==> src/rtl/mem_arbiter.sv <==
// Two-port memory arbiter: instruction fetch (0) and data (1) share one memory port.
// Define MEM_ARBITER_FIXED_PRIO_EN for fixed priority to requester 0; round-robin otherwise.
module mem_arbiter #(
  parameter int AW = 32,
  parameter int DW = 32
) (
  input  logic          clk,
  input  logic          rst,
  input  logic          req0,
  input  logic          req1,
  input  logic          we0,
  input  logic          we1,
  input  logic [AW-1:0] addr0,
  input  logic [AW-1:0] addr1,
  input  logic [DW-1:0] wdata0,
  input  logic [DW-1:0] wdata1,
  output logic          gnt0,
  output logic          gnt1,
  output logic          rvalid0,
  output logic          rvalid1,
  output logic [DW-1:0] rdata0,
  output logic [DW-1:0] rdata1,
  output logic          mem_w,
  output logic [AW-1:0] mem_addr,
  output logic [DW-1:0] mem_wdata,
  input  logic [DW-1:0] mem_rdata
);

  logic          rvalid0_q, rvalid0_d;
  logic          rvalid1_q, rvalid1_d;
  logic [DW-1:0] rdata0_q, rdata0_d;
  logic [DW-1:0] rdata1_q, rdata1_d;
  logic [3:0]    starve0_q, starve0_d;
  logic [3:0]    starve1_q, starve1_d;

`ifdef MEM_ARBITER_FIXED_PRIO_EN
  always_comb begin
    gnt0 = ~rst & req0;
    gnt1 = ~rst & req1 & ~req0;
  end
`else
  // lastGnt_q names the requester granted most recently; the other one wins a tie.
  logic lastGnt_q, lastGnt_d;

  always_comb begin
    gnt0 = 1'b0;
    gnt1 = 1'b0;
    if (!rst) begin
      if (req0 && req1) begin
        gnt0 = lastGnt_q;
        gnt1 = ~lastGnt_q;
      end else begin
        gnt0 = req0;
        gnt1 = req1;
      end
    end
    lastGnt_d = lastGnt_q;
    if (gnt0) begin
      lastGnt_d = 1'b0;
    end else if (gnt1) begin
      lastGnt_d = 1'b1;
    end
  end

  always_ff @(posedge clk) begin
    if (rst) begin
      lastGnt_q <= 1'b1;
    end else begin
      lastGnt_q <= lastGnt_d;
    end
  end
`endif

  always_comb begin
    mem_w     = 1'b0;
    mem_addr  = '0;
    mem_wdata = '0;
    if (gnt0) begin
      mem_w     = we0;
      mem_addr  = addr0;
      mem_wdata = wdata0;
    end else if (gnt1) begin
      mem_w     = we1;
      mem_addr  = addr1;
      mem_wdata = wdata1;
    end
  end

  // Starvation counts clear whenever the requester is granted or stops asking.
  always_comb begin
    rvalid0_d = gnt0 & ~we0;
    rvalid1_d = gnt1 & ~we1;
    rdata0_d  = rvalid0_d ? mem_rdata : rdata0_q;
    rdata1_d  = rvalid1_d ? mem_rdata : rdata1_q;
    starve0_d = 4'd0;
    starve1_d = 4'd0;
    if (req0 && !gnt0) begin
      starve0_d = (starve0_q == 4'd15) ? 4'd15 : starve0_q + 4'd1;
    end
    if (req1 && !gnt1) begin
      starve1_d = (starve1_q == 4'd15) ? 4'd15 : starve1_q + 4'd1;
    end
  end

  always_ff @(posedge clk) begin
    if (rst) begin
      rvalid0_q <= 1'b0;
      rvalid1_q <= 1'b0;
      rdata0_q  <= '0;
      rdata1_q  <= '0;
      starve0_q <= 4'd0;
      starve1_q <= 4'd0;
    end else begin
      rvalid0_q <= rvalid0_d;
      rvalid1_q <= rvalid1_d;
      rdata0_q  <= rdata0_d;
      rdata1_q  <= rdata1_d;
      starve0_q <= starve0_d;
      starve1_q <= starve1_d;
    end
  end

  // A read accepted just before reset must not show up while reset is held.
  assign rvalid0 = rvalid0_q & ~rst;
  assign rvalid1 = rvalid1_q & ~rst;
  assign rdata0  = rst ? '0 : rdata0_q;
  assign rdata1  = rst ? '0 : rdata1_q;

endmodule

==> config.mk <==
export PLATFORM = sky130hd
export DESIGN_NAME = mem_arbiter
export DESIGN_NICKNAME = d
export VERILOG_FILES = /design/src/rtl/mem_arbiter.sv
export SDC_FILE = /design/constraint.sdc
export NUM_CORES = 1
export LEC_CHECK = 0
export ABC_CLOCK_PERIOD_IN_PS = 3400
export CORE_AREA = 4 4 114 116
export DETAILED_ROUTE_END_ITERATION = 8
export DIE_AREA = 0 0 118 120
export PLACE_DENSITY = 0.77
export SKIP_CTS_REPAIR_TIMING = 1
export SYNTH_ARGS = -nofsm -noshare
export SYNTH_HDL_FRONTEND = slang
export SYNTH_SLANG_ARGS = --single-unit
==> constraint.sdc <==
create_clock -name clk -period 3.4 [get_ports clk]
set_clock_uncertainty 0.15 [all_clocks]
set_input_delay 0.85 -clock clk [delete_from_list [all_inputs] [get_ports clk]]
set_output_delay 0.85 -clock clk [all_outputs]
set_load 0.03 [all_outputs]
==> out/qor.txt <==
status: completed
Int Pwr: 1.842 mW
final worst path period share: 0.9192
Net count, final: 859
share of the core filled with cells: 0.6132
I/O Buffers: 298
first-pass GRT wire length: 22.60 mm
CP bufs+invs: 4
critical path, cell by cell: buf_2 -> buf_12 -> nand2b_1 -> inv_1 -> clkdlybuf4s50_1
Setup crit end kind: output pin
Hold Crit Start: rdata1_q[22]$_SDFFE_PP0P_
crit-path max cell delay: 680 ps
routed wire length: 15.61 mm
Clock Path Buffers: 2
synthesized area: 3766 µm²
Synth Register Bits: 67
largest net degree at the start of global routing: 55
synthesized area per cell: 9.415 µm²
GR Overflow Total: 0
Critical Path Slowest Stage Cell: clkdlybuf4s50_1
GP Congestion: 0.8867
Ys Warns: 0
Core Rows: 40
All-Layer GR Usage: 0.2019
Setup CP Type: in2out
Area Overhead vs Synth: 93.95%
Clock power frac: 0.382
Gate power share: 0.289
Reg2Reg Setup Slack: 1530 ps
drt drc: 0
delay-heaviest family, CP: buffers and inverters
final setup violation count: 0
clock slew at reported path FFs: 50 ps
Synth cell types: 19
Switch Pwr: 0.6426 mW
Slew HR: 0.5942
Root Buffer: clkbuf_16
DP Wirelength: 12.08 mm
Hold Path Sink: rdata1_q[22]$_SDFFE_PP0P_
Switching Fraction: 0.2586
post-layout min period: 3125 ps
Seq pwr share: 0.329
CP required: 2400 ps
CP Max Fanout: 54
Slew @ Worst Pin: 608.7 ps
Iter 0 DRT Violations: 240
syn_nets: 566
drt pass-1 iters: 5
CP startpoint kind: input pin
Crit path depth: 5
RR Startpoint: lastGnt_q$_SDFFE_PP1P_
Max Slew Vio Count: 0
Final Hold Viols: 0
final non-filler cell total: 845
RSZ-0062 raised after global routing: false
Initial Util: 0.3162
sequential-to-total area share from yosys stat: 0.3561
initial antenna violation count: 1
die width: 118 µm
die area: 14160 µm²
core area: 11910 µm²
Hold WS: 330.5 ps
pwr dens: 340.2 nW/µm²
Vias: 3943
worst reg2reg endpoint: rdata0_q[10]$_SDFFE_PP0P_
placed cell count: 822
DIE HEIGHT: 120 µm
Syn Inst Count: 400
R2R depth: 5
Fillers: 1001
worst-case vdd ir drop: 221.5 µV
DR WL/cell: 18.47 µm
max cap viols: 0
Max Clock Freq: 0.3200 GHz
Hold Path Depth: 2
CP arrival: 2130 ps
most frequent cells in the layout: clkdlybuf4s50_1 (228), nand2b_1 (96), dfxtp_1 (67)
latest clock arrival within the worst-skew pair: 310 ps
CTS Buf Count: 9
H-tree lvl count: 3
vias in the first global route: 3952
most common cell after layout, fill and taps aside: clkdlybuf4s50_1
crit path launch: rst
P_leak: 3.415 nW
TritonCTS clock tree: yes
post-route ant nets: 0
worst min path class: reg2reg
clk sinks: 67
vias per cell: 4.666
I/O pin cnt: 299
layout cells sized above 1: 0.1564
-- synth_stat cells --
library cell	number	area, µm²
buf_12	6	120.1
clkbuf_1	10	37.54
o21ba_1	1	10.01
buf_2	9	45.04
nor2_1	1	3.750
nor2b_1	2	12.51
buf_6	1	11.26
nor4bb_1	1	10.01
o21bai_1	1	7.510
inv_1	64	240.2
nand2b_1	96	600.6
a22o_1	64	560.5
and2_4	1	8.760
nor4b_2	2	30.03
nor2b_2	1	8.760
nor3b_2	2	25.02
dfxtp_1	67	1341
mux2i_1	64	640.6
buf_4	7	52.55
-- registers in the layout (all words and copies together) (netlist names) --
register and cells:
rdata1_q 32, rvalid0_q 1, rvalid1_q 1, rdata0_q 32
lastGnt_q 1
-- final cells by class --
type | instances | area (µm²) | area share
Antenna cell | 1 | 2.502 | 0.0003426
Clock buffer | 10 | 229.0 | 0.03135
Clock inverter | 5 | 78.83 | 0.01079
Inverter | 64 | 240.2 | 0.03289
Multi-Input combinational cell | 236 | 1983 | 0.2715
Sequential cell | 67 | 1341 | 0.1836
Tap cell | 147 | 183.9 | 0.02518
Timing Repair Buffer | 315 | 3246 | 0.4443
-- per-layer routing --
| layer | vias up | GRT usage | routed length [µm] |
|---|---|---|---|
| li1 | 1907 | - | - |
| met1 | 1831 | 0.2470 | 6180 |
| met2 | 186 | 0.3392 | 7683 |
| met3 | 19 | 0.06598 | 1506 |
| met4 | 0 | 0.05861 | 241 |
| met5 | - | 0 | 0 |
-- kinds of logic after synthesis --
group	Yosys count	share of synthesized area
flops	67	0.3561
mux	64	0.1701
buf+inv	97	0.1346
simple gates	106	0.1857
compound gates	66	0.1535
-- worst reg2reg max path: stages, from the launching register on --
cell and delay [ps]:
dfxtp_1 360, nor2b_2 70, buf_4 140, nor4b_4 210, buf_4 540, mux2i_1 310
-- metrics by stage --
stage	total power [mW]	TNS (ps)	area, µm²	setup slack, ps
CTS	2.487	-39.42	7132	-14.70
global route	2.579	0	7305	215.3
global placement	1.516	0	6824	67.00
detailed placement	1.524	-8.135	6824	-8.135
floorplan	1.152	0	3766	569.0
finish	2.485	0	7305	274.7
-- how the worst max path moves through the flow --
stage,to,slack (ps)
CTS,mem_addr[28],-10
floorplan,mem_addr[10],570
finish,rdata0[22],270
global route,rdata0[22],220
global placement,mem_addr[8],70
detailed placement,mem_wdata[9],-8
-- power by group through the flow --
stage          clock network [mW]  registers, mW  logic [mW]
2_1_floorplan                   0          0.832       0.320
5_1_grt                      1.01          0.820       0.750
3_3_place_gp                    0          0.833       0.682
6_report                    0.950          0.818       0.717
4_1_cts                     0.976          0.818       0.693
3_5_place_dp                    0          0.834       0.690
No activity file was read; power rests on OpenSTA's default activity.
